$ cat config.mk
export PLATFORM = sky130hd
export DESIGN_NAME = vita_frame_sequencer
export DESIGN_NICKNAME = d
export VERILOG_FILES = /design/src/rtl/vita_sync_pkg.sv /design/src/rtl/vita_lock_monitor.sv /design/src/rtl/vita_frame_sequencer.sv
export SDC_FILE = /design/constraint.sdc
export NUM_CORES = 1
export LEC_CHECK = 0
export BUFFER_PORTS_ARGS = -buffer_cell sky130_fd_sc_hd__buf_2
export CAP_MARGIN = 20
export CORE_MARGIN = 1
export CORE_UTILIZATION = 51
export DETAILED_ROUTE_END_ITERATION = 8
export GPL_ROUTABILITY_DRIVEN = 0
export PLACE_DENSITY = 0.79
export REMOVE_ABC_BUFFERS = 1
export SYNTH_ARGS = -nofsm -noshare
export SYNTH_HDL_FRONTEND = slang
export SYNTH_SLANG_ARGS = --single-unit
$ cat constraint.sdc
create_clock -name par_clock -period 2.89 [get_ports par_clock]
set_input_delay 0.1445 -clock par_clock [delete_from_list [all_inputs] [get_ports par_clock]]
set_output_delay 0.1445 -clock par_clock [all_outputs]
set_load 0.02 [all_outputs]
$ cat src/rtl/vita_sync_pkg.sv
// Shared types, sync-word constants and default widths for the VITA2000 frame sequencer.
// Included by vita_lock_monitor and vita_frame_sequencer.
package vita_sync_pkg;

   localparam int TP_LOCK_COUNT_DEF = 16;
   localparam int INV_LIMIT_DEF     = 4;
   localparam int WORD_W_DEF        = 11;
   localparam int LINE_W_DEF        = 12;

   localparam logic [7:0] SYNC_FS  = 8'hAA;
   localparam logic [7:0] SYNC_FE  = 8'hCA;
   localparam logic [7:0] SYNC_LS  = 8'h2A;
   localparam logic [7:0] SYNC_LE  = 8'h4A;
   localparam logic [7:0] SYNC_BL  = 8'h05;
   localparam logic [7:0] SYNC_IMG = 8'h0D;
   localparam logic [7:0] SYNC_CRC = 8'h16;
   localparam logic [7:0] SYNC_TP  = 8'hE9;

   typedef enum logic [1:0] {
      UNLOCKED,
      IDLE,
      LINE,
      GAP
   } seq_state_t;

   typedef enum logic [3:0] {
      CODE_NONE,
      CODE_INV,
      CODE_TP,
      CODE_FS,
      CODE_FE,
      CODE_LS,
      CODE_LE,
      CODE_IMG,
      CODE_CRC,
      CODE_BL
   } sync_code_t;

   // Collapses the decoded flags into one code; a non-one-hot input keeps the highest-priority flag.
   function automatic sync_code_t resolve_code(
      input logic fs, input logic fe, input logic ls, input logic le, input logic bl,
      input logic tp, input logic img, input logic crc, input logic inv
   );
      if (inv)      return CODE_INV;
      else if (tp)  return CODE_TP;
      else if (fs)  return CODE_FS;
      else if (fe)  return CODE_FE;
      else if (ls)  return CODE_LS;
      else if (le)  return CODE_LE;
      else if (img) return CODE_IMG;
      else if (crc) return CODE_CRC;
      else if (bl)  return CODE_BL;
      else          return CODE_NONE;
   endfunction

endpackage

$ cat src/rtl/vita_lock_monitor.sv
// Link lock tracker: declares lock after a run of training patterns and drops it
// after a run of invalid codes, pulsing realign_req on the drop.
module vita_lock_monitor
   import vita_sync_pkg::*;
#(
   parameter int TP_LOCK_COUNT = TP_LOCK_COUNT_DEF,
   parameter int INV_LIMIT     = INV_LIMIT_DEF
)
(
   input  logic       par_clock,
   input  logic       reset_n,
   input  logic       enable,
   input  sync_code_t code,
   output logic       locked,
   output logic       realign_req,
   output logic       lock_gain,
   output logic       lock_loss
);

   localparam int TP_W  = $clog2(TP_LOCK_COUNT + 1);
   localparam int INV_W = $clog2(INV_LIMIT + 1);

   logic [TP_W-1:0]  tp_cnt;
   logic [INV_W-1:0] inv_cnt;

   // Same-cycle lock events so the sequencer FSM changes state on the same edge as locked.
   always_comb begin
      lock_gain = enable && !locked && (code == CODE_TP)
                  && (tp_cnt == TP_W'(TP_LOCK_COUNT - 1));
      lock_loss = enable && locked && (code == CODE_INV)
                  && (inv_cnt == INV_W'(INV_LIMIT - 1));
   end

   always_ff @(posedge par_clock or negedge reset_n) begin
      if (!reset_n) begin
         locked      <= 1'b0;
         realign_req <= 1'b0;
         tp_cnt      <= '0;
         inv_cnt     <= '0;
      end else if (!enable) begin
         locked      <= 1'b0;
         realign_req <= 1'b0;
         tp_cnt      <= '0;
         inv_cnt     <= '0;
      end else begin
         realign_req <= 1'b0;
         if (!locked) begin
            inv_cnt <= '0;
            if (lock_gain) begin
               locked <= 1'b1;
               tp_cnt <= '0;
            end else if (code == CODE_TP) begin
               tp_cnt <= tp_cnt + TP_W'(1);
            end else begin
               tp_cnt <= '0;
            end
         end else begin
            tp_cnt <= '0;
            if (lock_loss) begin
               locked      <= 1'b0;
               realign_req <= 1'b1;
               inv_cnt     <= '0;
            end else if (code == CODE_INV) begin
               inv_cnt <= inv_cnt + INV_W'(1);
            end else begin
               inv_cnt <= '0;
            end
         end
      end
   end

endmodule

$ cat src/rtl/vita_frame_sequencer.sv
// Frame/line sequencer behind the VITA2000 LVDS synchronizer; all outputs registered.
// Optional macro VITA_CRC_CAPTURE_EN adds crc_word/crc_valid capture of the CRC after LE/FE.
module vita_frame_sequencer
   import vita_sync_pkg::*;
#(
   parameter int TP_LOCK_COUNT = TP_LOCK_COUNT_DEF,
   parameter int INV_LIMIT     = INV_LIMIT_DEF,
   parameter int WORD_W        = WORD_W_DEF,
   parameter int LINE_W        = LINE_W_DEF
)
(
   input  logic              par_clock,
   input  logic              reset_n,
   input  logic              enable,
   input  logic              FS,
   input  logic              FE,
   input  logic              LS,
   input  logic              LE,
   input  logic              BL,
   input  logic              TP,
   input  logic              IMG,
   input  logic              CRC,
   input  logic              INV,
   input  logic [31:0]       cam_d,
   input  logic [WORD_W-1:0] cfg_words_per_line,
   output logic              locked,
   output logic              realign_req,
   output logic              pix_valid,
   output logic [31:0]       pix_data,
   output logic              pix_sof,
   output logic              pix_sol,
   output logic              pix_eol,
   output logic              pix_eof,
   output logic [LINE_W-1:0] line_cnt,
   output logic              frame_done,
   output logic              err_seq,
`ifdef VITA_CRC_CAPTURE_EN
   output logic [31:0]       crc_word,
   output logic              crc_valid,
`endif
   output logic              err_len
);

   sync_code_t        code;
   seq_state_t        state;
   logic [WORD_W-1:0] word_cnt;
   logic [WORD_W-1:0] word_cnt_inc;
   logic [LINE_W-1:0] line_cnt_inc;
   logic              len_bad;
   logic              frame_err;
   logic              lock_gain;
   logic              lock_loss;

   // The extra bit keeps a saturated counter from ever matching the configured length.
   always_comb begin
      code         = resolve_code(FS, FE, LS, LE, BL, TP, IMG, CRC, INV);
      word_cnt_inc = (word_cnt == '1) ? word_cnt : word_cnt + WORD_W'(1);
      line_cnt_inc = (line_cnt == '1) ? line_cnt : line_cnt + LINE_W'(1);
      len_bad      = ({1'b0, word_cnt} + (WORD_W + 1)'(1)) != {1'b0, cfg_words_per_line};
   end

   vita_lock_monitor #(
      .TP_LOCK_COUNT (TP_LOCK_COUNT),
      .INV_LIMIT     (INV_LIMIT)
   ) u_lock (
      .par_clock   (par_clock),
      .reset_n     (reset_n),
      .enable      (enable),
      .code        (code),
      .locked      (locked),
      .realign_req (realign_req),
      .lock_gain   (lock_gain),
      .lock_loss   (lock_loss)
   );

   always_ff @(posedge par_clock or negedge reset_n) begin
      if (!reset_n) begin
         state      <= UNLOCKED;
         word_cnt   <= '0;
         line_cnt   <= '0;
         frame_err  <= 1'b0;
         pix_data   <= '0;
         pix_valid  <= 1'b0;
         pix_sof    <= 1'b0;
         pix_sol    <= 1'b0;
         pix_eol    <= 1'b0;
         pix_eof    <= 1'b0;
         frame_done <= 1'b0;
         err_seq    <= 1'b0;
         err_len    <= 1'b0;
      end else begin
         pix_data   <= cam_d;
         pix_valid  <= 1'b0;
         pix_sof    <= 1'b0;
         pix_sol    <= 1'b0;
         pix_eol    <= 1'b0;
         pix_eof    <= 1'b0;
         frame_done <= 1'b0;
         err_seq    <= 1'b0;
         err_len    <= 1'b0;
         if (!enable || lock_loss) begin
            state     <= UNLOCKED;
            word_cnt  <= '0;
            line_cnt  <= '0;
            frame_err <= 1'b0;
         end else begin
            case (state)
               UNLOCKED: begin
                  if (lock_gain) state <= IDLE;
               end
               IDLE: begin
                  case (code)
                     CODE_FS: begin
                        state     <= LINE;
                        pix_valid <= 1'b1;
                        pix_sof   <= 1'b1;
                        pix_sol   <= 1'b1;
                        line_cnt  <= '0;
                        word_cnt  <= WORD_W'(1);
                        frame_err <= 1'b0;
                     end
                     CODE_FE, CODE_LS, CODE_LE, CODE_IMG: err_seq <= 1'b1;
                     default: ;
                  endcase
               end
               LINE: begin
                  case (code)
                     CODE_IMG: begin
                        pix_valid <= 1'b1;
                        word_cnt  <= word_cnt_inc;
                     end
                     CODE_LE: begin
                        state     <= GAP;
                        pix_valid <= 1'b1;
                        pix_eol   <= 1'b1;
                        err_len   <= len_bad;
                        frame_err <= frame_err | len_bad;
                     end
                     CODE_FE: begin
                        state      <= IDLE;
                        pix_valid  <= 1'b1;
                        pix_eol    <= 1'b1;
                        pix_eof    <= 1'b1;
                        err_len    <= len_bad;
                        frame_done <= !(frame_err || len_bad);
                     end
                     CODE_BL, CODE_TP, CODE_FS, CODE_LS: begin
                        state   <= IDLE;
                        err_seq <= 1'b1;
                     end
                     default: ;
                  endcase
               end
               GAP: begin
                  case (code)
                     CODE_LS: begin
                        state     <= LINE;
                        pix_valid <= 1'b1;
                        pix_sol   <= 1'b1;
                        line_cnt  <= line_cnt_inc;
                        word_cnt  <= WORD_W'(1);
                     end
                     CODE_FS, CODE_IMG, CODE_LE, CODE_FE: begin
                        state   <= IDLE;
                        err_seq <= 1'b1;
                     end
                     default: ;
                  endcase
               end
               default: state <= UNLOCKED;
            endcase
         end
      end
   end

`ifdef VITA_CRC_CAPTURE_EN
   logic crc_armed;

   // Arms on an accepted LE/FE and captures only the first CRC word that follows it.
   always_ff @(posedge par_clock or negedge reset_n) begin
      if (!reset_n) begin
         crc_armed <= 1'b0;
         crc_word  <= '0;
         crc_valid <= 1'b0;
      end else begin
         crc_valid <= 1'b0;
         if (!enable || lock_loss || state == UNLOCKED) begin
            crc_armed <= 1'b0;
         end else if (crc_armed && code == CODE_CRC) begin
            crc_word  <= cam_d;
            crc_valid <= 1'b1;
            crc_armed <= 1'b0;
         end else if (state == LINE && (code == CODE_LE || code == CODE_FE)) begin
            crc_armed <= 1'b1;
         end else if (code == CODE_FS || code == CODE_LS) begin
            crc_armed <= 1'b0;
         end
      end
   end
`endif

endmodule

==> impl_metrics.tcl, run 1 <==
set metrics [dict create \
    drt_first_iter_violations 186 \
    grt_pass1_wl_um 15070 \
    initial_core_util_pct 53.19 \
    synthDistinctLibCells 58 \
    rows 30 \
    fin_util_pct 70.42 \
    cts_resized 0 \
    post-route-period-util_pct 82.81 \
    holdPathStages 2 \
    antennaDiodeCount 0 \
    cp.arrival_ns 2.66 \
    die_area_mm2 0.007466 \
    synth_area_mm2 0.003633 \
    crit_required_ns 3.15 \
    holdBufCountCts 33 \
    stdcell_count 581 \
    worst_pin_slew_ns 0.9460 \
    switching_share_pct 30.83 \
    io_pins 109 \
    clockBufferDepth 2 \
    synth_cells 339 \
    fmax_mhz 417.8 \
    vias 3216 \
    status "completed" \
    peakVddDrop_v 0.0002941 \
    cp_cell_sequence "ha_1, and3_1, and3_1, nand3_1, nand3_2, or3_1, o31ai_1" \
    syn_avg_cell_area_um2 10.72 \
    synth_edf_count 0 \
    cts.sinks 76 \
    async_flop_share_pct 100.0 \
    worstSetupPathType "reg2reg" \
    p_int_w 0.001849 \
    nNetsFinal 546 \
    multi_input_area_mm2 0.001615 \
    total_power_w 0.002673 \
    max_stage_delay_ns 0.57 \
    clkTransAtPathRegs_ns 0.09 \
    synth-seq-cells 76 \
    fillers 525 \
    cp_max_fo 14 \
    cts-root-buf "clkbuf_8" \
    crit_top_cell "and3_1" \
    first_pass_iters 4 \
    post_cts.repair.setup_buffers 0 \
    power_frac_clock_pct 34.8 \
    startpoint_type "flop" \
    routed_via_density 5.535 \
    ff_latch_area_mm2 0.001902 \
    p_switching_w 0.0008241 \
    r2r_cells 7 \
    grt_usage_pct 26.34 \
    antenna_left 0 \
    dp.cells 532 \
    slew_headroom_pct 36.94 \
    grt_max_degree 77 \
    seqPwrFrac_pct 43.1 \
    fin_setup_tns_ns 0 \
    hold_viol 0 \
    p_leak_nw 2.275 \
    rsz0062_at_grt "false" \
    cp_slowest_cell "or3_1" \
    ys_seq_area_share_pct 52.34 \
    p_comb_share_pct 22.1 \
    hpwl_um 6117 \
    route.detailed.wl_per_inst_um 15.90 \
    drc_errors 0 \
    timing.hold.ws_ns 0.1032 \
    period_minus_slack_ns 2.393 \
    hold_path_class "in2reg" \
    clk_latency_ns 0.36 \
    worst_setup_path_end_kind "flop" \
    skew_ns 0.01114 \
    grt_pass1_vias 3200 \
    drt-total-wl_um 9238 \
    slew_viol_final 0 \
    drive_gt1_share_pct 29.48 \
    die_h_um 86.41 \
    synth_ff_type "dfrtp_1" \
    yosysWarningCount 0 \
    io_buffers 108 \
    powerDensity_mw_per_mm2 555.5 \
    cts_tree "yes" \
    core_mm2 0.006832 \
    cts_max_level 3 \
    numCtsBuffers 9 \
    grt.overflow.total 0 \
    maxCapViolCount 0 \
    die_w_um 86.41 \
    area_growth_pct 32.40 \
    finalSetupViolations 0 \
    antenna_found_initial 0 \
]
[worst max-delay path: cells and delay by family, from the launching register on]
| family | cells | cell delay, ns |
|---|---|---|
| simple gates | 5 | 1.33 |
| flops | 1 | 0.45 |
| fa+ha+maj | 1 | 0.27 |
| compound gates | 1 | 0.26 |
[final cells by class]
| type | count | area share (%) |
|---|---|---|
| multi-input cells | 234 | 33.58 |
| well taps | 96 | 2.497 |
| clock buffers | 9 | 2.575 |
| repair buffers | 142 | 18.31 |
| flip-flops and latches | 76 | 39.53 |
| inverters | 17 | 1.326 |
| clock inverters | 7 | 2.185 |
[sequential cells by signal (all words and copies together), names as in the netlist, 2 cells and up]
name            cells
line_cnt           12
pix_data           32
state               2
u_lock.inv_cnt      3
u_lock.tp_cnt       5
word_cnt           11
[logic make-up after synthesis]
group	Yosys count	synth area share, %
compound gates	85	16.63
xor+xnor	13	3.134
fa+ha+maj	11	3.788
buf+inv	29	3.202
flops	76	52.34
mux	9	2.583
simple gates	116	18.32
[stage by stage]
stage	setup WS (ns)	cell area, um2
3_5_place_dp	0.5080	4252
5_1_grt	0.2799	4811
6_report	0.4967	4811
3_3_place_gp	0.6050	4252
4_1_cts	0.4989	4811
2_1_floorplan	0.7698	3581
[cell usage in the layout (no fill, tap or decap), types with 11 or more instances in the layout]
cell type	netlist	routed
buf_2	3	107
dfrtp_1	76	76
dlygate4sd3_1	0	33
nor2_1	23	23
a21oi_1	22	22
nand3_1	18	18
nand2_1	18	18
inv_1	17	17
and3_1	11	11
ha_1	11	11
[Yosys cell counts (4+ instances only)]
cell      instances  area, um2
o31ai_1           6      45.04
clkbuf_1          8      30.03
nor2b_1           5      31.28
nor2_1           23      86.33
o311ai_0          8      70.07
and4_1            4      35.03
nor3_1            6      30.03
a41oi_1           4      35.03
inv_1            17      63.81
xnor2_1           7      61.31
o21a_1            7      52.55
a21oi_1          22      110.1
dfrtp_1          76       1902
nand2_1          18      67.56
nand3_1          18      90.09
a31oi_1           6      37.54
mux2i_1           6      60.06
o21ai_0           6      30.03
ha_1             11      137.6
and3_1           11      68.82
xor2_1            6      52.55
[power by group through the flow]
stage	clock (W)	combinational [W]	sequential, W
2_1_floorplan	0	0.000311	0.00120
3_3_place_gp	0	0.000531	0.00117
3_5_place_dp	0	0.000543	0.00117
4_1_cts	0.000944	0.000581	0.00115
5_1_grt	0.000988	0.000656	0.00116
6_report	0.000930	0.000592	0.00115
[routing by layer]
layer,track usage (%),part of all wire [%],vias up
li1,-,-,1525
met1,30.37,40,1555
met2,46.39,51,117
met3,7.810,7.6,19
met4,9.697,1.9,0
met5,0,0,-
[worst paths after layout]
path                                                  from                         end  slack, ns
min in group asynchronous                          reset_n     line_cnt[2]$_DFFE_PN0P_       0.44
worst max-delay path               word_cnt[0]$_DFFE_PN0P_     word_cnt[8]$_DFFE_PN0P_       0.50
worst min register to register  u_lock.tp_cnt[0]$_DFF_PN0_  u_lock.tp_cnt[0]$_DFF_PN0_       0.46
worst min-delay path                                enable     u_lock.locked$_DFF_PN0_       0.10
worst max register to register     word_cnt[0]$_DFFE_PN0P_     word_cnt[8]$_DFFE_PN0P_       0.50
max in group asynchronous                          reset_n    word_cnt[10]$_DFFE_PN0P_       1.79
Note: power is estimated with default switching activity, not from simulation.
==> run 2: changes to the inputs <==
--- a/config.mk
+++ b/config.mk
@@ -8,10 +8,10 @@
 export BUFFER_PORTS_ARGS = -buffer_cell sky130_fd_sc_hd__buf_2
 export CAP_MARGIN = 20
 export CORE_MARGIN = 1
-export CORE_UTILIZATION = 51
+export CORE_UTILIZATION = 46
 export DETAILED_ROUTE_END_ITERATION = 8
 export GPL_ROUTABILITY_DRIVEN = 0
-export PLACE_DENSITY = 0.79
+export PLACE_DENSITY = 0.75
 export REMOVE_ABC_BUFFERS = 1
 export SYNTH_ARGS = -nofsm -noshare
 export SYNTH_HDL_FRONTEND = slang
==> constraint.sdc (replaced) <==
create_clock -name par_clock -period 2.1 [get_ports par_clock]
set_input_delay 0.105 -clock par_clock [delete_from_list [all_inputs] [get_ports par_clock]]
set_output_delay 0.105 -clock par_clock [all_outputs]
set_load 0.02 [all_outputs]
==> impl_metrics.tcl, run 2 (same netlist as run 1, synthesis figures left out) <==
set metrics [dict create \
    top_register "pix_data" \
    die_h_um 90.88 \
    core_mm2 0.007687 \
    fillers 629 \
    timing.hold.ws_ns 0.09058 \
    p_leak_nw 2.452 \
    use_met2_pct 38.38 \
    hpwl_um 6690 \
    rows 32 \
    period_minus_slack_ns 2.056 \
    cts-root-buf "clkbuf_8" \
    initial_core_util_pct 47.27 \
    antenna_left 0 \
    cts_tree "yes" \
    total_power_w 0.003684 \
    grt_pass1_vias 3244 \
    powerDensity_mw_per_mm2 720.7 \
    fin_setup_tns_ns 0 \
    clk_latency_ns 0.35 \
    drt_first_iter_violations 180 \
    slew_headroom_pct 62.37 \
    finalSetupViolations 0 \
    placed_area_mm2 0.004512 \
    power_frac_clock_pct 29.0 \
    final_cell_mix "buf_2 (107), dfrtp_1 (76), buf_4 (34)" \
    cts.sinks 76 \
    die_w_um 90.88 \
    crit_required_ns 2.34 \
    cts_max_level 3 \
    setup_ws_ns 0.04439 \
    clockBufferDepth 2 \
    hold_path_class "in2reg" \
    maxCapViolCount 0 \
    worst_pin_slew_ns 0.5644 \
    p_int_w 0.002461 \
    cp_max_fo 13 \
    layout_commonest_cell "buf_2" \
    drt-total-wl_um 9525 \
    pre_cts_ws_ns -0.03107 \
    grt-busiest-layer "met2" \
    routed_via_density 5.493 \
    drc_errors 0 \
    io_buffers 108 \
    cp.arrival_ns 2.30 \
    io_pins 109 \
    startpoint_type "flop" \
    antennaDiodeCount 0 \
    numCtsBuffers 9 \
    switching_share_pct 33.20 \
    skew_ns 0.01108 \
    slew_viol_final 0 \
    antenna_found_initial 0 \
    worstSetupPathType "reg2reg" \
    rsz0062_at_grt "true" \
    drive_gt1_share_pct 36.99 \
    use_met1_pct 30.96 \
    clkTransAtPathRegs_ns 0.09 \
    grt_max_degree 46 \
    grt_usage_pct 23.29 \
    status "completed" \
    p_switching_w 0.001223 \
    fmax_mhz 486.5 \
    final_cell_area_mm2 0.005111 \
    seqPwrFrac_pct 42.6 \
    hold_viol 0 \
    vias 3411 \
    peakVddDrop_v 0.0006346 \
    grt.overflow.total 0 \
    p_comb_share_pct 28.3 \
    first_pass_iters 5 \
    met3_usage_pct 4.293 \
    post-route-period-util_pct 97.89 \
    area_growth_pct 40.67 \
    die_area_mm2 0.008258 \
    nNetsFinal 580 \
    largest_register_ffs 32 \
    reg_top3 "pix_data x32, line_cnt x12, word_cnt x11" \
    grt_pass1_wl_um 15300 \
    worst_setup_path_end_kind "flop" \
    route.detailed.wl_per_inst_um 15.34 \
]
## run 2: changes by cell type in the layout (fill, tap and decap cells not counted), sizes merged
cell,previous run,this run
buf,109,143
clkinv,0,2
bufinv,2,0
## run 2: worst max-delay path, cell delays in order (launching register included)
cell and delay (ns):
dfrtp_1 0.41, ha_1 0.22, and3_1 0.19, and3_1 0.23, nand3_1 0.12, nand3_2 0.10
buf_6 0.17, or3_1 0.34, and3_1 0.16
## run 2: timing repair
item,4_1_cts,5_1_grt
endpoints found under the hold margin,76,0
pin swaps,2,3
hold buffers,33,0
buffers inserted,0,2
setup endpoints to repair,7,22
gates resized for setup,3,18
## run 2: final cells by class
cell class                      count  area (um2)  share of cell area, %
Clock inverter                      7       65.06                  1.273
Tap cell                          102       127.6                  2.497
Clock buffer                        9       123.9                  2.424
Timing Repair Buffer              176        1152                  22.55
Sequential cell                    76        1902                  37.21
Multi-Input combinational cell    234        1677                  32.80
Inverter                           17       63.81                  1.248
## run 2: power by group through the flow
stage	Combinational [W]	Sequential (W)	Clock, W
global route	0.00114	0.00158	0.00116
finish	0.00104	0.00157	0.00107
global placement	0.000922	0.00159	0
CTS	0.00100	0.00157	0.00109
floorplan	0.000428	0.00166	0
detailed placement	0.000945	0.00160	0
## run 2: per-layer routing
| layer | part of all wire [%] | wire [um] | up-vias |
|---|---|---|---|
| li1 | - | - | 1592 |
| met1 | 43 | 4103 | 1645 |
| met2 | 48 | 4538 | 159 |
| met3 | 7.9 | 752 | 15 |
| met4 | 1.4 | 131 | 0 |
| met5 | 0 | 0 | - |
## run 2: path summary, 6_finish.rpt
check / from / end / slack [ns] / depth (start not counted)
min in group asynchronous: reset_n / word_cnt[9]$_DFFE_PN0P_ / 0.29 / 2
max: word_cnt[0]$_DFFE_PN0P_ / word_cnt[0]$_DFFE_PN0P_ / 0.04 / 8
max in group asynchronous: reset_n / line_cnt[10]$_DFFE_PN0P_ / 1.23 / 3
min reg2reg: u_lock.inv_cnt[0]$_DFF_PN0_ / u_lock.inv_cnt[0]$_DFF_PN0_ / 0.45 / 1
max reg2reg: word_cnt[0]$_DFFE_PN0P_ / word_cnt[0]$_DFFE_PN0P_ / 0.04 / 8
min: enable / u_lock.locked$_DFF_PN0_ / 0.09 / 2
## run 2: per-stage QoR
step	cells	util (%)
2_1_floorplan	327	-
3_3_place_gp	570	58.69
3_5_place_dp	570	58.69
4_1_cts	619	65.64
5_1_grt	621	66.49
6_report	621	66.49
==> run 3: changes to the inputs <==
==> constraint.sdc (replaced) <==
create_clock -name par_clock -period 1.8 [get_ports par_clock]
set_input_delay 0.09 -clock par_clock [delete_from_list [all_inputs] [get_ports par_clock]]
set_output_delay 0.09 -clock par_clock [all_outputs]
set_load 0.02 [all_outputs]
==> impl_metrics.tcl, run 3 (same netlist as run 1, synthesis figures left out) <==
set metrics [dict create \
    status "finished, violations left" \
    violations "setup timing" \
    route.met3.wl_um 633 \
    skew_ns 0.01869 \
    drt_first_iter_violations 210 \
    reg_top3 "pix_data x32, line_cnt x12, word_cnt x11" \
    fmax_mhz 512.5 \
    initial_core_util_pct 47.27 \
    met2WireLength_um 5425 \
    final_cell_mix "buf_2 (107), buf_4 (79), dfrtp_1 (75)" \
    slew_headroom_pct 69.23 \
    grt_usage_pct 26.69 \
    clkTransAtPathRegs_ns 0.10 \
    cts.sinks 76 \
    worst_setup_path_end_kind "flop" \
    startpoint_type "flop" \
    cp.arrival_ns 2.20 \
    io_buffers 108 \
    numCtsBuffers 9 \
    cp_max_fo 11 \
    hold_viol 0 \
    drc_errors 0 \
    slew_viol_final 0 \
    peakVddDrop_v 0.0007047 \
    finalSetupViolations 28 \
    worst_pin_slew_ns 0.4583 \
    hold_path_class "in2reg" \
    grt_max_degree 36 \
    core_mm2 0.007687 \
    startpoint "word_cnt[1]$_DFFE_PN0P_" \
    crit_required_ns 2.05 \
    grt.overflow.total 0 \
    cts-root-buf "clkbuf_8" \
    rsz0062_at_grt "true" \
    grt_pass1_vias 3624 \
    p_int_w 0.003208 \
    top_register "pix_data" \
    io_pins 109 \
    power_frac_clock_pct 28.2 \
    rr_startpoint "word_cnt[1]$_DFFE_PN0P_" \
    cts_tree "yes" \
    first_pass_iters 4 \
    hpwl_um 7005 \
    fillers 512 \
    clk_latency_ns 0.36 \
    p_comb_share_pct 34.0 \
    cts_max_level 3 \
    placed_area_mm2 0.004790 \
    die_area_mm2 0.008258 \
    maxCapViolCount 0 \
    antenna_left 0 \
    routed_via_density 5.494 \
    antenna_found_initial 0 \
    p_leak_nw 2.725 \
    route.detailed.wl_per_inst_um 16.40 \
    drt-total-wl_um 10990 \
    largest_register_ffs 32 \
    period_minus_slack_ns 1.951 \
    final_cell_area_mm2 0.005861 \
    p_switching_w 0.001638 \
    post-route-period-util_pct 108.4 \
    antennaDiodeCount 0 \
    switching_share_pct 33.80 \
    drive_gt1_share_pct 50.88 \
    vias 3681 \
    total_power_w 0.004845 \
    routed.top_layer "met4" \
    area_growth_pct 61.29 \
    rows 32 \
    seqPwrFrac_pct 37.8 \
    hp-start "enable" \
    worstSetupPathType "reg2reg" \
    timing.hold.ws_ns 0.08790 \
    die_h_um 90.88 \
    drt-met1-wl_um 4719 \
    clockBufferDepth 2 \
    nNetsFinal 629 \
    grt_pass1_wl_um 17320 \
    layout_commonest_cell "buf_2" \
    pre_cts_ws_ns -0.4329 \
    powerDensity_mw_per_mm2 826.8 \
    setup_ws_ns -0.1512 \
    die_w_um 90.88 \
]
[run 3: cell type report]
type	instances	area (um2)	share of cell area (%)
Multi-Input combinational cell	234	2016	34.39
Sequential cell	76	1903	32.47
Timing Repair Buffer	225	1544	26.34
Tap cell	102	127.6	2.178
Clock buffer	9	123.9	2.114
Clock inverter	7	82.58	1.409
Inverter	17	63.81	1.089
[run 3: worst max-delay path, stage by stage, from the launching register on]
cell	delay, ns
dfrtp_1	0.41
ha_2	0.19
and3_4	0.18
and3_4	0.19
nand3_2	0.08
nand3_2	0.09
buf_6	0.18
or3_1	0.34
and3_1	0.17
[run 3: what timing repair did]
item	CTS	global route
hold endpoints to repair	86	0
hold buffers	33	0
pin swaps	21	17
gates resized for setup	64	29
setup buffers	8	6
setup endpoints to repair	28	28
[run 3: per-layer routing]
layer / vias up / track usage (%)
met5: - / 0
met4: 0 / 10.19
met3: 26 / 3.788
met2: 162 / 44.76
met1: 1798 / 35.06
li1: 1695 / -
[run 3: final timing paths]
kind                       slack, ns  depth (start not counted)                          end
min in group asynchronous       0.16                          2      word_cnt[2]$_DFFE_PN0P_
hold / removal                  0.09                          2      u_lock.locked$_DFF_PN0_
setup reg to reg               -0.15                          8      word_cnt[0]$_DFFE_PN0P_
setup / recovery               -0.15                          8      word_cnt[0]$_DFFE_PN0P_
hold reg to reg                 0.53                          2  u_lock.inv_cnt[0]$_DFF_PN0_
max in group asynchronous       1.03                          3     line_cnt[10]$_DFFE_PN0P_
[run 3: metrics by stage]
stage	utilization [%]	setup TNS (ns)	std cells
CTS	73.94	-1.475	664
finish	76.24	-2.478	670
floorplan	-	-6.623	327
detailed placement	62.30	-8.740	607
global placement	62.30	-6.851	607
global route	76.24	-4.525	670
[run 3: power by group through the flow]
stage / Sequential [W] / Clock [W] / Combinational [W]
final: 0.00183 / 0.00137 / 0.00165
after global routing: 0.00184 / 0.00146 / 0.00173
after CTS: 0.00183 / 0.00139 / 0.00149
after detailed placement: 0.00186 / 0 / 0.00116
after global placement: 0.00186 / 0 / 0.00113
after floorplan: 0.00193 / 0 / 0.000499
